**src/rtl/shift_out_32_bit_pkg.sv**
```systemverilog
// ----------------------------------------------------------------------------
// shift_out_32_bit_pkg
// Shared definitions for the 32-bit parallel-in / serial-out transmitter:
//   - default word width and bit-counter width
//   - state encoding of the transmit controller (IDLE, SHIFT, DONE)
// ----------------------------------------------------------------------------
package shift_out_32_bit_pkg;

    localparam int DEFAULT_WIDTH   = 32;
    localparam int DEFAULT_COUNT_W = 5;

    typedef enum logic [1:0] {
        ST_IDLE  = 2'd0,
        ST_SHIFT = 2'd1,
        ST_DONE  = 2'd2
    } state_t;

endpackage

```
**src/rtl/shift_out_32_bit.sv**
```systemverilog
// ----------------------------------------------------------------------------
// shift_out_32_bit
// Parallel-in, serial-out transmitter. A word is captured on an accepted Load
// and presented MSB-first on Serial_Out. One bit is consumed on every clock
// edge that sees Shift_Enable high while in SHIFT. A single-cycle Done
// follows the last consumed bit.
//
// Ports:
//   Clock        in   rising-edge clock
//   Reset        in   asynchronous, active-low reset
//   Data_In      in   [WIDTH]  word to send, sampled only on an accepted load
//   Load         in   load request, honoured only in IDLE
//   Shift_Enable in   consumer strobe: consume current bit, present next
//   Serial_Out   out  current bit (MSB of the shift register)
//   Serial_Valid out  high while a word bit is presented (SHIFT)
//   Busy         out  high in SHIFT and DONE
//   Done         out  one-cycle pulse after the last bit is consumed
// ----------------------------------------------------------------------------
module shift_out_32_bit
    import shift_out_32_bit_pkg::*;
#(
    parameter int WIDTH   = DEFAULT_WIDTH,
    parameter int COUNT_W = DEFAULT_COUNT_W
) (
    input  logic             Clock,
    input  logic             Reset,
    input  logic [WIDTH-1:0] Data_In,
    input  logic             Load,
    input  logic             Shift_Enable,
    output logic             Serial_Out,
    output logic             Serial_Valid,
    output logic             Busy,
    output logic             Done
);

    localparam logic [COUNT_W-1:0] LAST_BIT  = COUNT_W'(WIDTH - 1);
    localparam logic [COUNT_W-1:0] COUNT_ONE = COUNT_W'(1);

    state_t             state_r;
    state_t             state_s;
    logic [WIDTH-1:0]   shift_r;
    logic [WIDTH-1:0]   shift_s;
    logic [COUNT_W-1:0] count_r;
    logic [COUNT_W-1:0] count_s;
    logic               valid_r;
    logic               busy_r;
    logic               done_r;

    // Next-state, next shift-register and next counter values.
    always_comb begin
        state_s = state_r;
        shift_s = shift_r;
        count_s = count_r;
        case (state_r)
            ST_IDLE: begin
                // Shift_Enable is deliberately ignored here, even together
                // with Load: the loaded MSB must be presented for a full cycle.
                if (Load) begin
                    state_s = ST_SHIFT;
                    shift_s = Data_In;
                    count_s = {COUNT_W{1'b0}};
                end else begin
                    state_s = ST_IDLE;
                end
            end
            ST_SHIFT: begin
                if (Shift_Enable) begin
                    if (count_r == LAST_BIT) begin
                        // Clearing the register keeps Serial_Out low outside SHIFT.
                        state_s = ST_DONE;
                        shift_s = {WIDTH{1'b0}};
                        count_s = {COUNT_W{1'b0}};
                    end else begin
                        shift_s = {shift_r[WIDTH-2:0], 1'b0};
                        count_s = count_r + COUNT_ONE;
                    end
                end else begin
                    // Stall: hold the presented bit.
                    state_s = ST_SHIFT;
                end
            end
            ST_DONE: begin
                // Load here is dropped, not queued.
                state_s = ST_IDLE;
            end
            default: begin
                // Unreachable encoding: recover to a clean IDLE.
                state_s = ST_IDLE;
                shift_s = {WIDTH{1'b0}};
                count_s = {COUNT_W{1'b0}};
            end
        endcase
    end

    // State, datapath and status registers; status flags are decoded from
    // the next state so they line up exactly with the registered state.
    always_ff @(posedge Clock or negedge Reset) begin
        if (!Reset) begin
            state_r <= ST_IDLE;
            shift_r <= {WIDTH{1'b0}};
            count_r <= {COUNT_W{1'b0}};
            valid_r <= 1'b0;
            busy_r  <= 1'b0;
            done_r  <= 1'b0;
        end else begin
            state_r <= state_s;
            shift_r <= shift_s;
            count_r <= count_s;
            valid_r <= (state_s == ST_SHIFT);
            busy_r  <= (state_s == ST_SHIFT) || (state_s == ST_DONE);
            done_r  <= (state_s == ST_DONE);
        end
    end

    assign Serial_Out   = shift_r[WIDTH-1];
    assign Serial_Valid = valid_r;
    assign Busy         = busy_r;
    assign Done         = done_r;

endmodule

```
**config.mk**
```make
export PLATFORM = sky130hd
export DESIGN_NAME = shift_out_32_bit
export DESIGN_NICKNAME = d
export VERILOG_FILES = /design/src/rtl/shift_out_32_bit_pkg.sv /design/src/rtl/shift_out_32_bit.sv
export SDC_FILE = /design/constraint.sdc
export NUM_CORES = 1
export LEC_CHECK = 0
export CAP_MARGIN = 20
export CORE_MARGIN = 4
export CORE_UTILIZATION = 35
export DETAILED_ROUTE_END_ITERATION = 16
export HOLD_SLACK_MARGIN = 0.08
export SLEW_MARGIN = 40
export SYNTH_ARGS = -nofsm -noshare
export SYNTH_HDL_FRONTEND = slang
export SYNTH_SLANG_ARGS = --single-unit
```
**constraint.sdc**
```tcl
create_clock -name Clock -period 1.9 [get_ports Clock]
set_input_delay 0.19 -clock Clock [delete_from_list [all_inputs] [get_ports Clock]]
set_output_delay 0.19 -clock Clock [all_outputs]
set_load 0.005 [all_outputs]
```
==> metrics <==
count of distinct cell types in the synthesized netlist 33; achievable frequency 551 MHz; Die Wd 85.2 um; xor and xnor fraction of the mapped netlist area 0%; detailed-route wire length 5310 um; result of the run finished clean; antenna violations before repair 0; Post-Route Utilization 49.5%; gate count after technology mapping 188; Maximum Capacitance Violations 0; library cell appearing most often on the critical path sky130_fd_sc_hd__buf_6; clock tree from TritonCTS built; capturing point of the worst reg2reg path shift_r[31]; Worst Hold Slack 0.328 ns; share of the synthesized area in compound gates (AO/OA/AOI/OAI) 25.6%; type of the worst min-delay path primary input to async pin; number of standard cells in the final layout excluding fillers 313; Crit. End Element register; most common cell after layout, fill and taps aside sky130_fd_sc_hd__dfrtp_1; area of the die 7270 um2; overflow left after global routing 0; Post-synth top flop sky130_fd_sc_hd__dfrtp_1; source-to-sink clock delay at the later pin of the worst-skew pair 0.30 ns; delay of the slowest critical-path stage 0.35 ns; clock period minus final worst setup slack 1.82 ns; share of final-layout standard cells stronger than drive strength 1 25.7%; worst path setup slack after routing 0.0839 ns; final number of setup-violating endpoints 0; share of flip-flops with an asynchronous set or reset after synthesis 100%; arrival time worst endpoint 2.01 ns; number of sinks on the clock net 42; worst setup path start count_r[1]; start of the worst register-to-register path count_r[1]; worst clock skew 0.00863 ns; number of synthesized flops with an enable pin 0; proportion of synthesized chip area in sequential cells 50.3%; maximum VDD drop 0.000594 V; simple-gate area share of the yosys netlist 14.0%; net count of the mapped netlist 228; clock input transition at the sequential cells of the worst setup and hold paths 0.09 ns; post-route ant nets 0; adder-cell area share of the yosys netlist 2.40%; Layout Nets 280; maximum number of pins on one net before global-route repair 28; 1st-pass router iterations 5; PwrDens 1150 nW/um2; number of placed I/O pins 40; Vert. Die Dim 85.2 um; commonest cells after routing, fill and taps aside 42 x sky130_fd_sc_hd__dfrtp_1, 38 x sky130_fd_sc_hd__clkdlybuf4s50_1, 26 x sky130_fd_sc_hd__nand3_1; synthesized cell area 2090 um2; wire length of the first global-routing pass 8780 um; number of buffers created by CTS 5; element type at the critical path start register; post-detailed-placement cell area 2610 um2; fin. max-slew vios 0; worst-case reg-to-reg path depth 9; floorplan row count 27; via count of the first global-routing pass 1,694; root cell of the clock tree sky130_fd_sc_hd__clkbuf_8; warning count from the yosys run 0; overall fraction of global-route tracks in use 15.1%; detailed-route vias per instance 5.37; Synth-to-Final Area Change 33.6%; biggest fanout along the worst timing path 6; setup slack at placement 0.0160 ns; cell with the largest stage delay on the worst path sky130_fd_sc_hd__dfrtp_1; final weighted congestion in routability-driven placement 0.788; main combinational cell family by area after synthesis compound AO/OA/AOI/OAI gates; multiplexer fraction of the synthesized cell area 1.92%; FF-to-FF setup slack 0.08 ns; total design power 3.21 mW; quantity of I/O buffers inserted on ports 39; worst-path cell chain ha_2 -> and3_4 -> ha_4 -> buf_6 -> nor3b_4 -> buf_4 -> buf_6 -> a22o_1 -> mux2_4; WP data required 2.09 ns; LEAKAGE 1.16 nW; Final period util 95.6%; DP Cell Count 300; maximum number of buffers from clock root to sink 2; Final HPWL DP 3440 um; average cell area after synthesis 11.1 um2; ant diodes 0; post-route cell area 2790 um2; violation count after the first detailed-routing iteration 84; slew of the pin with the lowest slew margin 0.369 ns; wire length per cell after detailed routing 17.0 um; Slew Limit Headroom 75.4%; Core Box Area 5640 um2; count of unresolved DRC violations after routing 0; number of vias in the routed layout 1,681; setup tns final 0 ns; critical setup path kind register to register; number of register bits inferred by synthesis 42; Final Hold Vio Count 0; H-tree depth 2; Starting Density 37.0%
==> power breakdown <==
group | leakage (nW) | switching, mW | total [mW] | internal [mW]
combinational | 0.565 | 0.605 | 1.25 | 0.644
sequential | 0.549 | 0.176 | 1.37 | 1.19
clock | 0.0441 | 0.336 | 0.594 | 0.259
==> synth_stat cells, types with 2 or more instances <==
master	number	area, um2
sky130_fd_sc_hd__inv_1	3	11.3
sky130_fd_sc_hd__a22oi_1	23	173
sky130_fd_sc_hd__buf_6	6	67.6
sky130_fd_sc_hd__nor2_1	3	11.3
sky130_fd_sc_hd__o2bb2ai_1	9	78.8
sky130_fd_sc_hd__and3_1	2	12.5
sky130_fd_sc_hd__o21ai_1	2	10.0
sky130_fd_sc_hd__nor2b_1	8	50.1
sky130_fd_sc_hd__nand2_1	2	7.51
sky130_fd_sc_hd__nand4b_1	2	17.5
sky130_fd_sc_hd__ha_1	4	50.1
sky130_fd_sc_hd__nand3_1	26	130
sky130_fd_sc_hd__clkbuf_1	7	26.3
sky130_fd_sc_hd__o21ai_2	21	184
sky130_fd_sc_hd__dfrtp_1	42	1050
sky130_fd_sc_hd__buf_1	3	11.3
sky130_fd_sc_hd__o21ai_0	2	10.0
sky130_fd_sc_hd__mux2_4	2	30.0
sky130_fd_sc_hd__a21oi_1	7	35.0
==> critical path: cells and delay by family, from the launching register on <==
family / cells / cell delay, ns
buf+inv: 3 / 0.39
fa+ha+maj: 2 / 0.32
compound gates: 1 / 0.17
flops: 1 / 0.35
simple gates: 2 / 0.22
mux: 1 / 0.26
==> what timing repair did <==
item                                   4_1_cts  5_1_grt
setup endpoints to repair                    1       24
hold buffers                                 1        0
resized for setup                            1       11
cloned                                       0        2
endpoints found under the hold margin       13        0
pin swaps                                    1        4
buffers inserted                             1        1
==> sequential cells by signal (all words and copies together) (netlist names) <==
name          count
Done              1
Serial_Valid      1
shift_r          32
state_r           2
Busy              1
count_r           5
==> area by class of cell <==
type / count / area [um2]
Fill cell: 516 / 2850
Sequential cell: 42 / 1050
Multi-Input combinational cell: 126 / 963
Timing Repair Buffer: 62 / 584
Tap cell: 72 / 90.1
Clock buffer: 5 / 68.8
Clock inverter: 3 / 21.3
Inverter: 3 / 11.3
==> layer usage <==
layer / vias to the layer above / GRT usage, % / routed length (um)
li1: 806 / - / -
met1: 821 / 21.8 / 2590
met2: 47 / 22.2 / 2340
met3: 7 / 4.27 / 324
met4: 0 / 3.88 / 57
met5: - / 0 / 0
==> worst max-delay path by stage <==
stage,to,depth (start not counted)
2_1_floorplan,count_r[3],6
3_3_place_gp,count_r[3],6
3_5_place_dp,count_r[3],6
4_1_cts,count_r[3],6
5_1_grt,count_r[3],9
6_report,shift_r[31],9
==> logic make-up (layout without fill, tap and decap cells) <==
group           after synthesis  count (layout)
flops                        42              42
simple gates                 50              50
mux                           3               3
fa+ha+maj                     4               4
compound gates               69              69
buf+inv                      20              73
No activity file was read; power rests on OpenSTA's default activity.
